--- src/rtl/timer_arbiter.sv ---
// timer_arbiter: shares one 32-bit cycle stopwatch among NUM_REQ requesters.
// The stopwatch is granted round-robin and pulsed to start on the grant edge.
// It is pulsed to stop on the owner's done or on timeout. The captured count
// is returned with the owner's ID and a one-cycle ack.
//
// state   | meaning
// IDLE    | no owner; arbitrate among pending requests
// RUN     | stopwatch running for sel; wait for done[sel] or timeout
// STOP    | tmr_stop high for this one cycle
// CAPTURE | stopwatch has settled; latch its value on the next edge
// ACK     | ack[sel] high; release grant and advance rr pointer next edge
module timer_arbiter #(
    parameter int          NUM_REQ = 4,
    parameter int          ID_W    = 2,
    parameter logic [31:0] TIMEOUT = 32'd100_000_000
) (
    input  logic               clk,
    input  logic               rst,
    input  logic [NUM_REQ-1:0] req,
    input  logic [NUM_REQ-1:0] done,
    output logic [NUM_REQ-1:0] grant,
    output logic [NUM_REQ-1:0] ack,
    output logic [31:0]        result,
    output logic [ID_W-1:0]    result_id,
    output logic               result_timeout,
    output logic               busy,
    output logic               tmr_start,
    output logic               tmr_stop,
    input  logic [31:0]        tmr_value
);

    typedef enum logic [2:0] {IDLE, RUN, STOP, CAPTURE, ACK} state_t;

    localparam logic [ID_W:0] N_REQ = NUM_REQ[ID_W:0];

    state_t             state, state_nxt;
    logic [ID_W-1:0]    rr_ptr, rr_ptr_nxt;
    logic [ID_W-1:0]    sel, sel_nxt;
    logic [31:0]        cnt, cnt_nxt;
    logic               tout, tout_nxt;
    logic [NUM_REQ-1:0] grant_nxt, ack_nxt;
    logic [31:0]        result_nxt;
    logic [ID_W-1:0]    result_id_nxt;
    logic               result_timeout_nxt, busy_nxt, tmr_start_nxt, tmr_stop_nxt;

    logic [ID_W-1:0]    pick;
    logic               found;
    logic [ID_W:0]      scan_sum;
    logic [ID_W:0]      sel_inc;
    logic [31:0]        cnt_inc;

    // Round-robin pick: walk offsets downward so the smallest offset from rr_ptr wins.
    always_comb begin
        pick     = '0;
        found    = 1'b0;
        scan_sum = '0;
        for (int i = NUM_REQ - 1; i >= 0; i--) begin
            scan_sum = {1'b0, rr_ptr} + (ID_W+1)'(i);
            if (scan_sum >= N_REQ) scan_sum = scan_sum - N_REQ;
            if (req[scan_sum[ID_W-1:0]]) begin
                pick  = scan_sum[ID_W-1:0];
                found = 1'b1;
            end
        end
    end

    assign cnt_inc = cnt + 32'd1;
    assign sel_inc = {1'b0, sel} + {{ID_W{1'b0}}, 1'b1};

    // Next-state and next-output logic; every registered value defaults to hold.
    always_comb begin
        state_nxt          = state;
        rr_ptr_nxt         = rr_ptr;
        sel_nxt            = sel;
        cnt_nxt            = cnt;
        tout_nxt           = tout;
        grant_nxt          = grant;
        ack_nxt            = '0;
        result_nxt         = result;
        result_id_nxt      = result_id;
        result_timeout_nxt = result_timeout;
        tmr_start_nxt      = 1'b0;
        tmr_stop_nxt       = 1'b0;
        case (state)
            IDLE: begin
                if (found) begin
                    sel_nxt         = pick;
                    grant_nxt       = '0;
                    grant_nxt[pick] = 1'b1;
                    tmr_start_nxt   = 1'b1;
                    cnt_nxt         = '0;
                    state_nxt       = RUN;
                end
            end
            RUN: begin
                cnt_nxt = cnt_inc;
                // done takes priority over a timeout on the same edge
                if (done[sel]) begin
                    tmr_stop_nxt = 1'b1;
                    tout_nxt     = 1'b0;
                    state_nxt    = STOP;
                end else if (cnt_inc == TIMEOUT) begin
                    tmr_stop_nxt = 1'b1;
                    tout_nxt     = 1'b1;
                    state_nxt    = STOP;
                end
            end
            STOP: begin
                state_nxt = CAPTURE;
            end
            CAPTURE: begin
                result_nxt         = tmr_value;
                result_id_nxt      = sel;
                result_timeout_nxt = tout;
                ack_nxt[sel]       = 1'b1;
                state_nxt          = ACK;
            end
            ACK: begin
                grant_nxt  = '0;
                rr_ptr_nxt = (sel_inc == N_REQ) ? '0 : sel_inc[ID_W-1:0];
                state_nxt  = IDLE;
            end
            default: begin
                grant_nxt = '0;
                state_nxt = IDLE;
            end
        endcase
        busy_nxt = (state_nxt != IDLE);
    end

    // State and registered outputs; reset clears everything immediately.
    always_ff @(posedge clk or posedge rst) begin
        if (rst) begin
            state          <= IDLE;
            rr_ptr         <= '0;
            sel            <= '0;
            cnt            <= '0;
            tout           <= 1'b0;
            grant          <= '0;
            ack            <= '0;
            result         <= '0;
            result_id      <= '0;
            result_timeout <= 1'b0;
            busy           <= 1'b0;
            tmr_start      <= 1'b0;
            tmr_stop       <= 1'b0;
        end else begin
            state          <= state_nxt;
            rr_ptr         <= rr_ptr_nxt;
            sel            <= sel_nxt;
            cnt            <= cnt_nxt;
            tout           <= tout_nxt;
            grant          <= grant_nxt;
            ack            <= ack_nxt;
            result         <= result_nxt;
            result_id      <= result_id_nxt;
            result_timeout <= result_timeout_nxt;
            busy           <= busy_nxt;
            tmr_start      <= tmr_start_nxt;
            tmr_stop       <= tmr_stop_nxt;
        end
    end

endmodule

--- config.mk ---
export PLATFORM = sky130hd
export DESIGN_NAME = timer_arbiter
export DESIGN_NICKNAME = d
export VERILOG_FILES = /design/src/rtl/timer_arbiter.sv
export SDC_FILE = /design/constraint.sdc
export NUM_CORES = 1
export LEC_CHECK = 0
export CORE_MARGIN = 2
export CORE_UTILIZATION = 52
export CTS_CLUSTER_SIZE = 8
export DETAILED_ROUTE_END_ITERATION = 7
export PLACE_DENSITY = 0.8
export SLEW_MARGIN = 25
export SYNTH_ARGS = -nofsm -noshare
export SYNTH_HDL_FRONTEND = slang
export SYNTH_SLANG_ARGS = --single-unit
--- constraint.sdc ---
create_clock -name clk -period 3.4 [get_ports clk]
set_clock_uncertainty 0.05 [all_clocks]
set_input_delay 0.68 -clock clk [delete_from_list [all_inputs] [get_ports clk]]
set_output_delay 0.68 -clock clk [all_outputs]
set_load 0.02 [all_outputs]
**Word-level counts from Yosys, hierarchy flattened**

Index checks and enable logic that the tools add are counted.

- Bits of input ports: 42
- Output and inout bits: 46
- Register bits after elaboration: 86
- Logic and storage cells: 96

- Magnitude comparators: 12
- Bitwise logic cells: 1
- $add $sub $neg: 9
- Equal/unequal tests: 7
- Reduce and logical (&&, ||, !) cells: 11
- Multiplexer cells: 43

Operators by type and width:

| kind | number |
|---|---|
| $pmux 32 s2 | 1 |
| $add 32x1->32 const B | 1 |
| $eq 32x27->1 const B | 1 |
| $mux 32 | 1 |
| $lt 2x3->1 const B | 6 |
| $mux 1 | 18 |
| $mux 2 | 9 |
| $pmux 3 s4 | 1 |
| $bmux 1 s2 | 5 |
| $ge 3x3->1 const B | 3 |
| $mux 3 | 3 |
| $mux 4 | 2 |
| $pmux 4 s2 | 1 |
| $reduce_and 2->1 | 4 |
| $sub 2x1->2 const B | 4 |
| $add 2x1->3 const B | 2 |
| $add 2x2->3 const B | 2 |
| $eq 3x2->1 const B | 2 |
| $eq 3x3->1 const B | 2 |
| $demux 1 s2 | 2 |
| $ge 2x1->1 const B | 2 |
| $reduce_bool 2->1 | 2 |
| $eq 3x1->1 const B | 1 |
| $ge 2x3->1 const B | 1 |
| other kinds (6) | 7 |

**Logic depth before layout (Yosys ltp)**

- Depth after elaboration: 15
- Mapped depth: 9
- Gate-level depth less buffers: 8

**Least setup slack after synthesis**

Ideal clock, no wire load.

- Path type: flip-flop to flip-flop
- Start: register cnt[7]
- End: register state[0]
- Path buffers: 1
- Cell stages (with the launch flop): 9
- Slack: 0.973 ns
- Clock period less this slack: 2.427 ns
- Arrival time: 2.242 ns
- Required time: 3.215 ns
- Library setup time: 0.135 ns
- Path through: dfrtp_1 -> buf_2 -> and4_1 -> nand4_2 -> or4b_1 -> a2111o_1 -> nor4_2 -> and4_4 -> o31ai_1

- Word-level cells in the longest chain between the ends: 5

Ends and longest elaborated chain:

| element | line | source |
|---|---|---|
| from (decl) | 39 | `logic [31:0] cnt, cnt_nxt;` |
| from (signal assigned) | 151 | `cnt <= cnt_nxt;` |
| $add 32x1->32 | 67 | `assign cnt_inc = cnt + 32'd1;` |
| $eq 32x27->1 | 102 | `end else if (cnt_inc == TIMEOUT) begin` |
| $mux 3 | 102 |  |
| $mux 3 | 98 | `if (done[sel]) begin` |
| $pmux 3 s4 | 84 | `case (state)` |
| via state_nxt[0] | 36 | `state_t state, state_nxt;` |
| to (signal assigned) | 148 | `state <= state_nxt;` |
| to (decl) | 36 |  |

The timed path passes the listed nets, and every way through them passes these cells.
A chain may end at the register's enable or synchronous reset.

**Worst setup path after layout**

- Start: register cnt[4]
- End: register state[0]

Same word-level chain as after synthesis.

==> reports/qor.txt <==
Most common cell after layout, fill and taps aside: nand2_1
Mapped Cells: 514
Crit. End Element: flip-flop
Antenna violations before repair: 0
Layout cells sized above 1: 6.75%
Drt total wl: 11000 um
Crit share post-route: 82.9%
Layout area overhead: 24.9%
R2R Path Start: cnt[4]
Post-Route Setup TNS: 0 ns
Number of I/O port buffers: 87
Fin. Hold Viols: 0
Tot Pwr: 4.04 mW
Fillers: 640
Residual DRC: 0
HP Start: result[13]
Count of pins over their slew limit: 0
Worst hold path type: flip-flop to flip-flop
CTS H-tree depth: 3
Seq cells post-synth: 86
Die W: 96.3 um
Vias per cell: 5.77
Final cell count without fillers: 698
Max_cap viols: 0
Post-synth design cell area: 4430 sq um
Routability congestion estimate from global placement: 0.912
Core area: 8220 sq um
CTS sink cnt: 86
Post-synth top flop: dfrtp_1
Crit path DAT: 2.98 ns
Cts bufs inserted: 9
Postcts setup bufs: 0
Diodes inserted: 0
Worst EP required: 3.57 ns
First-pass GRT wire length: 17500 um
Total grt overflow: 0
IO Pins: 88
Worst slew margin: 38.0%
Die area: 9270 sq um
Worst-Margin Slew: 0.927 ns
Rows: 33
Seq/Total Area, Yosys: 48.6%
Status: completed
Vias in the first global route: 3495
Die span in y: 96.3 um
Post-place setup slack: 0.630 ns
Number of detailed-route iterations in the first pass: 5
Achievable frequency: 355 MHz
R2R Path End: state[0]
CTS tree: done
Vias: 4025
RSZ-0062 raised after global routing: no
Leakage dissipation: 2.40 nW
Final Setup Violations: 0
Peak supply drop: 0.548 mV
Reg2reg path depth: 7
Post-Synthesis Net Count: 561
Pwr/cell area: 730 nW/um^2
Most frequent cells in the layout: nand2_1, clkdlybuf4s50_1, dfrtp_1
Async S/R FF share, synth: 100%
Kind of critical path: flip-flop to flip-flop
Syn Area/Cell: 8.62 sq um
Synth cell types: 52
Gr usage total: 24.4%
Placed cell area: 5350 sq um
Post-layout min period: 2.82 ns
Placed wire-length estimate: 7980 um
Final hold slack: 0.432 ns
DP Cell Count: 682
PostCTS Resize Cnt: 0
Hold Buf Count CTS: 0
Startpoint types: flip-flop
Bufs on Longest Clock Path: 2
Hold depth: 2
First-iteration detailed-routing DRC count: 290
Hold EP: result[13]
Yosys warnings: 0
Root Buffer: clkbuf_8
Largest net degree at the start of global routing: 44
Clk Latency, worst-skew pair: 0.36 ns
Final Cell Area: 5530 sq um
Fin util: 67.3%
Fin worst setup slack: 0.583 ns
Wire per inst: 15.8 um
FF-to-FF setup slack: 0.58 ns
Clock-pin slew on the worst setup and hold paths: 0.09 ns
CP max FO: 11
Post-route ant nets: 0
Number of synthesized flops with an enable pin: 0
Initial core utilization: 53.9%
Layout Nets: 635
==> sequential cells by signal, indices dropped and copies added (netlist names) <==
name,flops
tmr_stop,1
ack,4
result,32
rr_ptr,2
sel,2
grant,4
result_id,2
tout,1
cnt,32
result_timeout,1
state,3
busy,1
tmr_start,1
==> where the power goes <==
group / leakage, nW / internal (mW) / total [mW] / switching (mW)
registers: 1.12 / 1.31 / 1.52 / 0.203
logic: 1.18 / 0.768 / 1.84 / 1.07
clock network: 0.0899 / 0.294 / 0.683 / 0.389
==> worst max path at each step <==
stage | cells after the start | end | from
floorplan | 1 | ack[0] | rst
global placement | 7 | state[0] | cnt[6]
detailed placement | 7 | state[0] | cnt[6]
CTS | 7 | state[0] | cnt[4]
global route | 8 | state[0] | cnt[0]
finish | 7 | state[0] | cnt[4]
==> cell usage after synthesis (all sizes together) (10+ instances only) <==
cell	instances	area, sq um
nand4	13	93.8
a31oi	11	68.8
nor2	36	135
a21oi	12	60.1
buf	11	75.1
nand2	134	503
clkbuf	23	87.6
nand3	15	75.1
dfrtp	86	2150
o31ai	10	75.1
nor4	11	87.6
o21ai	58	290
==> kinds of logic (layout without fill, tap and decap cells) <==
logic type / count (synthesis) / in the layout / synth area share [%]
fa+ha+maj: 5 / 5 / 1.41
compound gates: 114 / 114 / 15.5
flops: 86 / 86 / 48.6
xor+xnor: 8 / 8 / 1.58
simple gates: 254 / 254 / 27.1
mux: 5 / 5 / 1.44
buf+inv: 42 / 121 / 4.35
==> critical path: stages (launching register included) <==
cell and delay (ns):
dfrtp_1 0.53, and4_1 0.30, nand4_2 0.26, or4b_1 0.57
a2111o_1 0.44, nor4_2 0.16, and4_4 0.29, o31ai_1 0.07
==> final cells by class <==
cell class	instances	area, sq um	share of cell area, %
inverter	8	31.3	0.565
multi-input combinational	386	2080	37.7
sequential	86	2150	38.9
clock buffer	10	138	2.49
tap	105	131	2.37
clock inverter	6	50.0	0.905
timing repair buffer	97	946	17.1
==> per-layer routing <==
metal	wire (um)	track usage, %
met1	4740	34.6
met2	5420	38.7
met3	688	3.21
met4	196	8.57
met5	0	0
(Power assumes the default switching activity.)
